<file path="config.mk">
export PLATFORM = sky130hd
export DESIGN_NAME = uart_result_tx
export DESIGN_NICKNAME = d
export VERILOG_FILES = /design/src/rtl/uart_pkg.sv /design/src/rtl/uart_tx_baud_gen.sv /design/src/rtl/uart_result_tx.sv
export SDC_FILE = /design/constraint.sdc
export NUM_CORES = 1
export LEC_CHECK = 0
export BUFFER_PORTS_ARGS = -buffer_cell sky130_fd_sc_hd__buf_2
export CAP_MARGIN = 10
export CORE_ASPECT_RATIO = 2
export CORE_MARGIN = 5
export CORE_UTILIZATION = 50
export DETAILED_ROUTE_END_ITERATION = 12
export GPL_TIMING_DRIVEN = 0
export PLACE_DENSITY = 0.76
export SLEW_MARGIN = 20
export SYNTH_ARGS = -nofsm -noshare
export SYNTH_HDL_FRONTEND = slang
export SYNTH_SLANG_ARGS = --single-unit
export TNS_END_PERCENT = 1
</file>
<file path="constraint.sdc">
create_clock -name clk -period 2.45 [get_ports clk]
set_input_delay 0.245 -clock clk [delete_from_list [all_inputs] [get_ports clk]]
set_output_delay 0.245 -clock clk [all_outputs]
set_load 0.02 [all_outputs]
</file>
<file path="src/rtl/uart_pkg.sv">
// Shared types and constants for the UART result transmitter.
// UART_TX_PARITY_EN selects 8E1 framing; otherwise 8N1.
package uart_pkg;

    typedef enum logic [2:0] {
        IDLE,
        START,
        DATA,
        PARITY,
        STOP,
        DONE
    } tx_state_t;

    localparam logic [7:0] DEF_HDR_INFER = 8'hA5;
    localparam logic [7:0] DEF_HDR_TRAIN = 8'h5A;

    localparam int unsigned UART_DATA_BITS = 8;
`ifdef UART_TX_PARITY_EN
    localparam int unsigned UART_BITS_PER_BYTE = 11;
`else
    localparam int unsigned UART_BITS_PER_BYTE = 10;
`endif

    // Two-byte result packet, header sent first.
    typedef struct packed {
        logic [7:0] hdr;
        logic [7:0] label;
    } pkt_t;

    function automatic logic even_parity(input logic [7:0] b);
        return ^b;
    endfunction

endpackage

</file>
<file path="src/rtl/uart_tx_baud_gen.sv">
// Bit-period counter: bit_tick_c marks the last cycle of each UART bit.
// Holding clear_i keeps the counter at zero so a new bit starts aligned.
module uart_tx_baud_gen
    import uart_pkg::*;
#(
    parameter int unsigned CLKS_PER_BIT = 434
) (
    input  logic clk,
    input  logic rst,
    input  logic clear_i,
    output logic bit_tick_c
);

    localparam int unsigned CNT_W = (CLKS_PER_BIT > 1) ? $clog2(CLKS_PER_BIT) : 1;
    localparam logic [CNT_W-1:0] CNT_LAST = CNT_W'(CLKS_PER_BIT - 1);

    logic [CNT_W-1:0] cnt_q;
    logic [CNT_W-1:0] cnt_d;

    assign bit_tick_c = !clear_i && (cnt_q == CNT_LAST);

    always_comb begin
        cnt_d = cnt_q + CNT_W'(1);
        if (clear_i || bit_tick_c) begin
            cnt_d = '0;
        end
    end

    always_ff @(posedge clk or negedge rst) begin
        if (!rst) begin
            cnt_q <= '0;
        end else begin
            cnt_q <= cnt_d;
        end
    end

endmodule

</file>
<file path="src/rtl/uart_result_tx.sv">
// Frames one result as {header, label} and shifts it out on the UART TX line.
// Define UART_TX_PARITY_EN for an even-parity bit per byte (8E1); default is 8N1.
module uart_result_tx
    import uart_pkg::*;
#(
    parameter int unsigned CLKS_PER_BIT = 434,
    parameter logic [7:0]  HDR_INFER    = DEF_HDR_INFER,
    parameter logic [7:0]  HDR_TRAIN    = DEF_HDR_TRAIN
) (
    input  logic       clk,
    input  logic       rst,
    input  logic       res_valid,
    output logic       res_ready,
    input  logic       res_train,
    input  logic [7:0] res_label,
    output logic       tx,
    output logic       busy,
    output logic       pkt_done
);

    tx_state_t  state_q, state_d;
    pkt_t       pkt_q, pkt_d;
    logic [2:0] bit_idx_q, bit_idx_d;
    logic       byte_idx_q, byte_idx_d;
    logic       tx_q, tx_d;
    logic       res_ready_q, res_ready_d;
    logic       busy_q, busy_d;
    logic       pkt_done_q, pkt_done_d;

    logic       bit_tick_c;
    logic       baud_clear_c;
    logic [7:0] cur_byte_c;

    uart_tx_baud_gen #(
        .CLKS_PER_BIT(CLKS_PER_BIT)
    ) u_baud (
        .clk       (clk),
        .rst       (rst),
        .clear_i   (baud_clear_c),
        .bit_tick_c(bit_tick_c)
    );

    // Next-state and registered-output logic; tx is derived from the next state.
    always_comb begin
        state_d      = state_q;
        pkt_d        = pkt_q;
        bit_idx_d    = bit_idx_q;
        byte_idx_d   = byte_idx_q;
        baud_clear_c = (state_q == IDLE) || (state_q == DONE);

        case (state_q)
            IDLE: begin
                if (res_valid && res_ready_q) begin
                    pkt_d.hdr   = res_train ? HDR_TRAIN : HDR_INFER;
                    pkt_d.label = res_label;
                    bit_idx_d   = '0;
                    byte_idx_d  = 1'b0;
                    state_d     = START;
                end
            end
            START: begin
                if (bit_tick_c) begin
                    state_d = DATA;
                end
            end
            DATA: begin
                if (bit_tick_c) begin
                    if (bit_idx_q == 3'd7) begin
`ifdef UART_TX_PARITY_EN
                        state_d   = PARITY;
`else
                        state_d   = STOP;
                        bit_idx_d = '0;
`endif
                    end else begin
                        bit_idx_d = bit_idx_q + 3'd1;
                    end
                end
            end
            PARITY: begin
                if (bit_tick_c) begin
                    state_d   = STOP;
                    bit_idx_d = '0;
                end
            end
            STOP: begin
                if (bit_tick_c) begin
                    if (!byte_idx_q) begin
                        state_d    = START;
                        byte_idx_d = 1'b1;
                    end else begin
                        state_d    = DONE;
                        byte_idx_d = 1'b0;
                    end
                end
            end
            DONE: begin
                state_d = IDLE;
            end
            default: begin
                state_d = IDLE;
            end
        endcase

        cur_byte_c = byte_idx_d ? pkt_d.label : pkt_d.hdr;

        case (state_d)
            START:   tx_d = 1'b0;
            DATA:    tx_d = cur_byte_c[bit_idx_d];
            PARITY:  tx_d = even_parity(cur_byte_c);
            default: tx_d = 1'b1;
        endcase

        res_ready_d = (state_d == IDLE);
        busy_d      = (state_d != IDLE);
        pkt_done_d  = (state_d == DONE);
    end

    always_ff @(posedge clk or negedge rst) begin
        if (!rst) begin
            state_q     <= IDLE;
            pkt_q       <= '0;
            bit_idx_q   <= '0;
            byte_idx_q  <= 1'b0;
            tx_q        <= 1'b1;
            res_ready_q <= 1'b0;
            busy_q      <= 1'b0;
            pkt_done_q  <= 1'b0;
        end else begin
            state_q     <= state_d;
            pkt_q       <= pkt_d;
            bit_idx_q   <= bit_idx_d;
            byte_idx_q  <= byte_idx_d;
            tx_q        <= tx_d;
            res_ready_q <= res_ready_d;
            busy_q      <= busy_d;
            pkt_done_q  <= pkt_done_d;
        end
    end

    assign tx        = tx_q;
    assign res_ready = res_ready_q;
    assign busy      = busy_q;
    assign pkt_done  = pkt_done_q;

endmodule

</file>
# Word level (Yosys, flattened, before mapping)

Cells that the tools add are included.

Word-level logic and storage cells: 58
Output and inout port bits: 4
Input port bits: 12
Register bits after elaboration: 36

Muxes and demuxes: 25
Reduce and logical (&&, ||, !) cells: 9
$add $sub $neg: 2
Magnitude comparators: 1
Equal/unequal tests: 11

Operators with widths:

| cell                                                                  | number |
|---|---|
| 3-bit 2-to-1 mux                                                      | 11 |
| 16-bit 2-to-1 mux                                                     | 2 |
| 8-bit 2-to-1 mux                                                      | 2 |
| 3-bit one-hot mux with 5 select lines                                 | 1 |
| 3-bit by 2-bit equality test with 1-bit output, second input constant | 4 |
| 3-bit equality test, second input constant                            | 4 |
| 9-bit by 1-bit adder with 9-bit output, second input constant         | 1 |
| 9-bit equality test, second input constant                            | 1 |
| 9-bit 2-to-1 mux                                                      | 1 |
| 3-bit one-hot mux with 3 select lines                                 | 1 |
| 8-bit parity                                                          | 1 |
| 3-bit by 1-bit equality test with 1-bit output, second input constant | 2 |
| 3-bit logical NOT                                                     | 2 |
| 3-bit by 4-bit < comparator with 1-bit output, second input constant  | 1 |
| 1-bit 2-to-1 mux                                                      | 4 |
| 3-bit by 1-bit adder with 3-bit output, second input constant         | 1 |
| 1-bit binary-select mux with 3-bit select                             | 1 |
| 1-bit one-hot mux with 3 select lines                                 | 1 |
| 3-bit nonzero test                                                    | 1 |
| 1-bit logical AND                                                     | 2 |
| 1-bit logical OR                                                      | 2 |
| 1-bit one-hot mux with 2 select lines                                 | 1 |
| 1-bit logical NOT                                                     | 1 |

# Logic depth before layout (Yosys ltp)

Gate-level depths: netlist of run 1.

Word-level depth: 10
Gate-level depth with buffers: 12
Depth with buffers taken out: 11

# Modules after synthesis

A second synthesis of run 1 with hierarchy kept.

Cells, all modules: 196
Area total of the unflattened synthesis: 2055.7 um^2

Modules (own cells, without submodules):

| module           | area an instance (um^2) | times used | sequential area each (um^2) | cells an instance |
|---|---|---|---|---|
| uart_result_tx   | 1569.0                  | 1          | 676.9                       | 148 |
| uart_tx_baud_gen | 486.7                   | 1          | 225.2                       | 48 |

# Worst setup path before layout of run 1

Ideal clock, no wire load.

Path type: register -> register
Start point: register u_baud.cnt_q[1]
End point: register tx_q (netlist: tx)
Buffers on the path: 1
Data required time: 2.362 ns
Path slack: 0.064 ns
Clock period less this slack: 2.386 ns
Cell stages (with the launch flop): 12
Arrival time: 2.298 ns
Library setup time: 0.088 ns
Cell sequence: dfrtp_1 -> inv_1 -> ha_1 -> nand4_1 -> nor4_1 -> mux2i_1 -> buf_2 -> nand3_1 -> o21ai_0 -> nor3_1 -> o31ai_1 -> nand3_1

Elaborated cells between the ends (all ways): 20
Classes of those cells: eq/ne: 4; mux: 14; reduce/logical: 2

RTL lines:

| what                                        | RTL line                                   | source |
|---|---|---|
| from (decl)                                 | uart_tx_baud_gen.sv:17                     | `logic [CNT_W-1:0] cnt_q;` |
| from (signal assigned)                      | uart_tx_baud_gen.sv:33                     | `cnt_q <= cnt_d;` |
| 9-bit equality test *                       | uart_tx_baud_gen.sv:20                     | `assign bit_tick_c = !clear_i && (cnt_q == CNT_LAST);` |
| 1-bit logical AND *                         | uart_tx_baud_gen.sv:20                     |  |
| 3-bit 2-to-1 mux (on tied branches)         | uart_result_tx.sv:81, uart_result_tx.sv:67 |  |
| 3-bit one-hot mux with 3 select lines *     | uart_result_tx.sv:51                       | `case (state_q)` |
| net bit_idx_d[0]                            | uart_result_tx.sv:23                       | `logic [2:0] bit_idx_q, bit_idx_d;` |
| 1-bit binary-select mux with 3-bit select * | uart_result_tx.sv:109                      | `DATA: tx_d = cur_byte_c[bit_idx_d];` |
| 1-bit 2-to-1 mux (not written as such) *    | uart_result_tx.sv:109                      |  |
| 1-bit one-hot mux with 3 select lines *     | uart_result_tx.sv:107                      | `case (state_d)` |
| net tx_d                                    | uart_result_tx.sv:25                       | `logic tx_q, tx_d;` |
| to (signal assigned)                        | uart_result_tx.sv:134                      | `tx_q <= tx_d;` |
| to (decl)                                   | uart_result_tx.sv:25                       |  |

Mark *: on every way through the listed nets, which the timed path passes. The rest lies on a longest branch. The select of a mux whose other input is x is not followed.

# Worst setup path after layout of run 1

Start point: register u_baud.cnt_q[0]
End point: register tx_q (netlist: tx)

Longest elaborated chain between the ends: 8
Elaborated cells between the ends (all ways): 20
Classes of those cells: eq/ne: 4; mux: 14; reduce/logical: 2

RTL lines:

| what                                      | RTL line               | source |
|---|---|---|
| 9-bit equality test *                     | uart_tx_baud_gen.sv:20 |  |
| 1-bit logical AND *                       | uart_tx_baud_gen.sv:20 |  |
| 1-bit 2-to-1 mux                          | uart_result_tx.sv:87   | `if (bit_tick_c) begin` |
| 1-bit one-hot mux with 2 select lines     | uart_result_tx.sv:51   |  |
| 8-bit 2-to-1 mux                          | uart_result_tx.sv:105  | `cur_byte_c = byte_idx_d ? pkt_d.label : pkt_d.hdr;` |
| 1-bit binary-select mux with 3-bit select | uart_result_tx.sv:109  |  |
| 1-bit 2-to-1 mux (not written as such)    | uart_result_tx.sv:109  |  |
| 1-bit one-hot mux with 3 select lines *   | uart_result_tx.sv:107  |  |
| net tx_d                                  | uart_result_tx.sv:25   |  |

Marks and branches as above.

==> results of run 1 <==
critical path, cell delays in order, from the launching register on:
cell and delay, ns:
dfrtp_1 0.42, ha_2 0.20, nand4_1 0.08, buf_4 0.16, nor4_4 0.31, mux2i_2 0.35, buf_4 0.21, nand2_2 0.05
o211ai_1 0.12, a21boi_1 0.11, o31ai_1 0.25, nand3_1 0.14
how the worst min path moves through the flow:
| stage | endpoint | slack [ns] | cells past startpoint |
|---|---|---|---|
| after floorplan | bit_idx_q[0]$_DFF_PN0_ | -0.05 | 0 |
| after global placement | busy$_DFF_PN0_ | 0.37 | 1 |
| after detailed placement | pkt_done$_DFF_PN0_ | 0.38 | 1 |
| after CTS | pkt_q[9]$_DFF_PN0_ | 0.06 | 1 |
| after global routing | pkt_q[9]$_DFF_PN0_ | 0.10 | 1 |
| final | pkt_q[9]$_DFF_PN0_ | 0.05 | 1 |
routing by layer:
layer	global-route usage, %	up-vias
met5	0	-
met4	11.7	0
met3	4.08	17
met2	32.7	56
met1	17.3	774
li1	-	770
cells in the final DEF (no fill, tap or decap), types with 2 or more instances in the layout:
master	n
dfrtp_1	35
nand2_1	34
nor2_1	20
xnor2_1	18
buf_2	17
buf_4	12
inv_1	9
nand3_1	8
clkbuf_8	7
mux2i_1	6
nand2b_1	5
o21ai_0	5
xor2_1	5
nor3_1	5
clkbuf_1	4
o211ai_1	4
or3_1	3
a21o_1	3
ha_1	3
nand4_1	2
o21ai_1	2
mux2i_4	2
repair_timing:
item	in CTS	in global routing
hold buffers	0	0
pin swaps	3	11
setup buffers	6	5
resized for setup	12	13
cloned	0	1
endpoints found under the setup margin	1	1
registers in the layout (all words and copies together), names as in the netlist:
signal / count
pkt_done: 1
state_q: 3
bit_idx_q: 3
u_baud.cnt_q: 9
res_ready: 1
byte_idx_q: 1
pkt_q: 16
busy: 1
tx: 1
Yosys cell counts (all sizes together), types with 2 or more instances:
library cell / count / area share [%]
o21ai: 7 / 1.8
ha: 4 / 2.5
nand2: 35 / 6.6
a21o: 3 / 1.1
o211ai: 5 / 2.1
inv: 9 / 1.7
nand2b: 5 / 1.6
nor2: 22 / 4.2
nor3: 5 / 1.3
dfrtp: 35 / 44
buf: 4 / 1.0
xnor2: 18 / 8.0
nand3: 8 / 2.0
or3: 3 / 0.95
xor2: 5 / 2.2
mux2i: 9 / 4.7
or2: 2 / 0.63
clkbuf: 3 / 0.57
nand4: 2 / 0.63
power by group:
part           switching (W)  leakage [nW]  total [W]  internal [W]
clock network       0.000205        0.0515   0.000461      0.000256
logic              0.0000200         0.630  0.0000309     0.0000109
registers                  0         0.464   0.000594      0.000594
total               0.000225          1.15    0.00109      0.000862
cell families (layout without fill, tap and decap cells):
group                    count (synthesis)  count (layout)  synth area share [%]
AO/OA/AOI/OAI                           28              28                  11.1
XOR/XNOR                                24              24                  11.3
adder cells (fa/ha/maj)                  4               4                  2.53
buffers and inverters                   17              52                  3.73
flip-flops                              36              36                  45.6
multiplexers                            10              10                  5.31
AND/OR/NAND/NOR                         88              88                  20.4
per-stage QoR:
stage | total power [W] | util [%] | cell area [µm²] | setup TNS (ns) | instances
floorplan | 0.000612 | - | 1980 | 0 | 207
finish | 0.00109 | 62.7 | 2410 | -0.0430 | 293
detailed placement | 0.000636 | 55.1 | 2120 | -0.515 | 273
global placement | 0.000634 | 55.1 | 2120 | -0.534 | 273
global route | 0.00113 | 62.7 | 2410 | -0.184 | 293
CTS | 0.00110 | 60.5 | 2330 | 0 | 287
area by class of cell:
type / instances / share of cell area [%]
Timing Repair Buffer: 27 / 6.75
Tap cell: 51 / 2.65
Multi-Input combinational cell: 154 / 45.1
Inverter: 10 / 1.77
Clock buffer: 8 / 4.16
Buffer: 7 / 2.08
Sequential cell: 36 / 37.5
==> results.md, run 1 <==
* Avg Inst Size Synth at 9.56 µm²
* Failing checks: negative setup slack
* EDFF count, synth at 0
* Flop2flop setup slack at -0.04 ns
* Drt first pass iters at 4
* Total track usage at 18.3%
* H-tree depth at 2
* TritonCTS buffer count at 5
* Routed wire length at 4.53 mm
* Status: finished with violations
* Final Cycle Share at 102%
* Port-buffer cells at 15
* Main flop type after synthesis: dfrtp_1
* N_diodes at 0
* # IOs at 16
* Maximum clock frequency at 401 MHz
* Via count at 1,617
* Clk_skew at 0.00717 ns
* Tightest Pin Transition at 0.823 ns
* Setup crit start: u_baud.cnt_q[0]$_DFF_PN0_
* Top layer in use: met4
* Post-DRT Antenna Nets at 0
* PwrDens at 451 nW/µm²
* GPL Wtd Cong at 0.842
* Crit path time final at 2.49 ns
* Vias in the first global route at 1,643
* Multi-input logic area at 1090 µm²
* Register area at 902 µm²
* Total count of hold-check failures in the final report at 0
* Worst-path fanout max at 5
* Num rows at 32
* Syn_nets at 223
* Cell leakage power at 1.15 nW
* Final global-route overflow total at 0
* Post-synthesis cell count at 207
* RR Startpoint: u_baud.cnt_q[0]$_DFF_PN0_
* Die Area at 5390 µm²
* CP Class: flop to flop
* NumNets Final at 257
* TritonCTS Sinks at 36
* Metal3 WL at 159 µm
* Largest net degree at the start of global routing at 37
* Starting density of the core at 51.5%
* Metal2 WL at 2.61 mm
* First-pass GRT wire length at 7.16 mm
* CTS tree: done
* M1 wire length at 1.55 mm
* Critical path required time at 2.65 ns
* DRC viols at 0
* Count of cell types in the netlist at 46
* Vias per cell at 5.52
* Setup WS pre-CTS at -0.515 ns
* WHS at 0.0453 ns
* HP Class: primary input to asynchronous set/reset pin
* Hpwl dp at 3.14 mm
* Critical path startpoint category: flop
* Final setup fails at 1
* Layout cells sized above 1 at 23.1%
* Clk buf depth at 2
* Max-capacitance violation count at 0
* Final Max Tran Viols at 0
* RSZ-0062 raised after global routing: true
* Wire length per cell at 15.5 µm
* Peak supply drop at 381 µV
* FFs w/ async S/R, synth at 100%
* Crit Reg-Reg Endpoint: tx$_DFF_PN1_
* Chip Width at 54.5 µm
* Worst setup endpoint: tx$_DFF_PN1_
* CP endpoint kind: flop
* CTS root buf: clkbuf_8
* DRT iter0 DRCs at 36
* Crit path DAT at 2.69 ns
* Final worst slack at -0.0430 ns
* Syn-to-layout area delta at 21.7%
* Synthesized flop and latch total at 36
* Initial antenna violation count at 0
* Die height at 99.0 µm
* Ys Warns at 0
* Post-Syn Area at 1980 µm²
* Skew-Pair Late Insertion Delay at 0.29 ns
* Filler cell count at 352
* Core Box Area at 3840 µm²
* Worst reg2reg path depth at 11
* Slew margin rel. at 45.1%
* Reg clk slew, reported paths at 0.07 ns
* Register area share after synthesis at 45.6%
Note: power is estimated with default switching activity, not from simulation.
==> run 2, diff against run 1 <==
--- a/config.mk
+++ b/config.mk
@@ -10,9 +10,11 @@
 export CORE_ASPECT_RATIO = 2
 export CORE_MARGIN = 5
 export CORE_UTILIZATION = 50
+export CTS_BUF_LIST = sky130_fd_sc_hd__clkbuf_16
 export DETAILED_ROUTE_END_ITERATION = 12
 export GPL_TIMING_DRIVEN = 0
 export PLACE_DENSITY = 0.76
+export SETUP_SLACK_MARGIN = 0.3
 export SLEW_MARGIN = 20
 export SYNTH_ARGS = -nofsm -noshare
 export SYNTH_HDL_FRONTEND = slang
==> constraint.sdc (replaced) <==
create_clock -name clk -period 2.45 [get_ports clk]
set_input_delay 0 -clock clk [delete_from_list [all_inputs] [get_ports clk]]
set_output_delay 0 -clock clk [all_outputs]
set_load 0.02 [all_outputs]
==> run 2 against run 1 <==
Net effect:
- the flow still finishes with violations (negative setup slack)
- register-to-register slack got worse by 0.09 ns
- critical path depth is 1 lower
- count of clock-buffer cells in the layout fell by 3
- worst hold slack improved by 0.0053 ns
- worst setup slack got worse by 0.093 ns
- clock power is 33% higher
- critical endpoint unchanged
- highest routed layer unchanged
- sequential share of layout area fell by 2.4 points
- non-clock buffer count up 8
- largest power group is now clock
- combinational power is 28% higher
- global-route usage grew 1.9 points
==> results.md, run 2 (synthesis gave the netlist of run 1 again) <==
* Status: finished with violations
* Failing checks: negative setup slack
* Total track usage at 20.2% (+1.9 points)
* Syn-to-layout area delta at 30.1%
* Combinational share of power at 3.2% (+0.4 points)
* Port-buffer cells at 15 (unchanged)
* Layout cells sized above 1 at 24.8% (+1.7 points)
* Total count of hold-check failures in the final report at 0 (unchanged)
* Final global-route overflow total at 0 (unchanged)
* Final std cells w/o fill at 301 (+2.7%)
* Final Cycle Share at 106% (+3.8 points)
* PwrDens at 485 nW/µm² (+7.6%)
* Initial antenna violation count at 0 (unchanged)
* H-tree depth at 2 (unchanged)
* Critical path startpoint category: flop
* # IOs at 16 (unchanged)
* Crit path time final at 2.59 ns (+0.0926 ns)
* Max-capacitance violation count at 0 (unchanged)
* Final Max Tran Viols at 0 (unchanged)
* Via count at 1,723 (+6.6%)
* Clock network power share at 49.2% (+6.7 points)
* Slowest CP cell: xnor3_1
* NumNets Final at 265 (+3.1%)
* Final worst slack at -0.136 ns (-0.0926 ns)
* CP cell instances: buf_4 -> nand4bb_4 -> nor2_4 -> buf_8 -> mux2i_4 -> xnor3_1 -> xnor2_2 -> mux2i_4 -> a41oi_2 -> nand3_1
* Crit path DAT at 2.78 ns (+0.09 ns)
* Wire length per cell at 18.2 µm (+18%)
* Largest net degree at the start of global routing at 37 (unchanged)
* Drt first pass iters at 6 (+2)
* Core Box Area at 3840 µm² (unchanged)
* Psw at 0.000263 W (+17%)
* Vias in the first global route at 1,806 (+9.9%)
* CP Class: flop to flop
* HP Class: primary input to flop
* CTS root buf: clkbuf_16
* Largest register FFs at 16 (unchanged)
* Critical Path Most Common Cell: mux2i_4
* Skew-Pair Late Insertion Delay at 0.28 ns (about the same)
* Largest regs: pkt_q x16, u_baud.cnt_q x9
* Sequential share of power at 47.6% (-7.1 points)
* Tightest Pin Transition at 0.806 ns (-0.0172 ns)
* TritonCTS buffer count at 5 (unchanged)
* Chip Width at 54.5 µm (unchanged)
* Reg clk slew, reported paths at 0.06 ns (about the same)
* Placed Cells at 273 (unchanged)
* DRT iter0 DRCs at 87 (+140%)
* Starting density of the core at 51.5% (unchanged)
* Routed wire length at 5.48 mm (+21%)
* Die Area at 5390 µm² (unchanged)
* Maximum clock frequency at 387 MHz (-3.6%)
* TritonCTS Sinks at 36 (unchanged)
* Pwr Total at 0.00125 W (+15%)
* Flop2flop setup slack at -0.14 ns (-0.09 ns)
* Setup_tns at -0.136 ns (-0.0926 ns)
* Post-layout util at 67.0% (+4.3 points)
* N_diodes at 0 (unchanged)
* Layout Cell Area excl Fill at 2570 µm² (+6.9%)
* Critical path required time at 2.64 ns (about the same)
* Most frequent cells in the layout: nand2_1 (35), dfrtp_1 (35), nor2_1 (21), xnor2_1 (17)
* Placed Area at 2140 µm² (+1.0%)
* Final setup fails at 1 (unchanged)
* Peak supply drop at 713 µV (+87%)
* Clk buf depth at 2 (unchanged)
* DRC viols at 0 (unchanged)
* RSZ-0062 raised after global routing: true
* Num rows at 32 (unchanged)
* Clk_skew at 0.00706 ns (-0.000106 ns)
* CP endpoint kind: flop
* Vias per cell at 5.72 (+3.7%)
* GPL Wtd Cong at 0.830 (-1.4%)
* Largest reg by FF count: pkt_q
* CTS tree: done
* Filler cell count at 295 (-16%)
* Die height at 99.0 µm (unchanged)
* Slew margin rel. at 46.3% (+1.1 points)
* Internal at 0.000986 W (+14%)
* Worst stage delay on the critical path at 0.39 ns (-0.03 ns)
* Worst-path fanout max at 10 (+5)
* Hpwl dp at 3.03 mm (-3.6%)
* Post-DRT Antenna Nets at 0 (unchanged)
* First-pass GRT wire length at 7.92 mm (+11%)
* Net Sw Frac at 21.1% (+0.38 points)
* Cell leakage power at 1.21 nW (+5.2%)
==> run 2: routing by layer <==
| metal | part of all wire, % | vias up | GRT usage [%] | routed length [µm] |
|---|---|---|---|---|
| li1 | - | 789 | - | - |
| met1 | 33 | 830 | 20.5 | 1790 |
| met2 | 57 | 74 | 35.5 | 3110 |
| met3 | 5.5 | 30 | 4.69 | 299 |
| met4 | 5.2 | 0 | 10.9 | 285 |
| met5 | 0 | - | 0 | 0 |
==> run 2: power by group through the flow <==
stage,Sequential [W],Combinational (W),Clock [W]
6_report,0.000595,0.0000394,0.000615
5_1_grt,0.000594,0.0000447,0.000656
4_1_cts,0.000595,0.0000381,0.000623
3_5_place_dp,0.000605,0.0000305,0
3_3_place_gp,0.000605,0.0000292,0
2_1_floorplan,0.000606,0.00000639,0
==> run 2: repair_timing <==
item,in CTS,in global routing
pin swaps,4,8
endpoints found under the setup margin,1,1
resized for setup,14,14
endpoints found under the hold margin,40,0
setup buffers,6,8
hold buffers,6,0
==> run 2: final cells by class <==
type,count,area [µm²],area share [%]
buffer,7,56.3,2.19
clock buffer,5,125,4.86
sequential,36,902,35.0
multi-input combinational,154,1130,43.7
timing repair buffer,35,240,9.33
inverter,10,42.5,1.65
clock inverter,3,18.8,0.729
tap,51,63.8,2.48
==> run 2: worst max-delay path, delay by kind of cell (launching register included) <==
| family | cells | cell delay (ns) |
|---|---|---|
| AOI/OAI and AO/OA | 1 | 0.23 |
| xor gates and xnor gates | 2 | 0.63 |
| buffers and inverters | 2 | 0.31 |
| DFF | 1 | 0.36 |
| muxes | 2 | 0.37 |
| and+or+nand+nor | 3 | 0.58 |
==> run 2: path summary, 6_finish.rpt <==
| kind | from | to | depth (start not counted) |
|---|---|---|---|
| max | state_q[1]$_DFF_PN0_ | tx$_DFF_PN1_ | 10 |
| max in group asynchronous | rst | pkt_done$_DFF_PN0_ | 2 |
| min in group asynchronous | rst | byte_idx_q$_DFF_PN0_ | 2 |
| min | res_label[5] | pkt_q[5]$_DFF_PN0_ | 3 |
| max reg2reg | state_q[1]$_DFF_PN0_ | tx$_DFF_PN1_ | 10 |
| min reg2reg | pkt_q[10]$_DFF_PN0_ | pkt_q[10]$_DFF_PN0_ | 1 |
==> run 2: metrics by stage <==
step	hold WS (ns)	worst slack, ns
after CTS	0.00817	0.0147
after floorplan	-0.296	0.152
after global placement	0.120	-0.216
after detailed placement	0.126	-0.266
after global routing	0.0559	-0.250
final	0.0506	-0.136
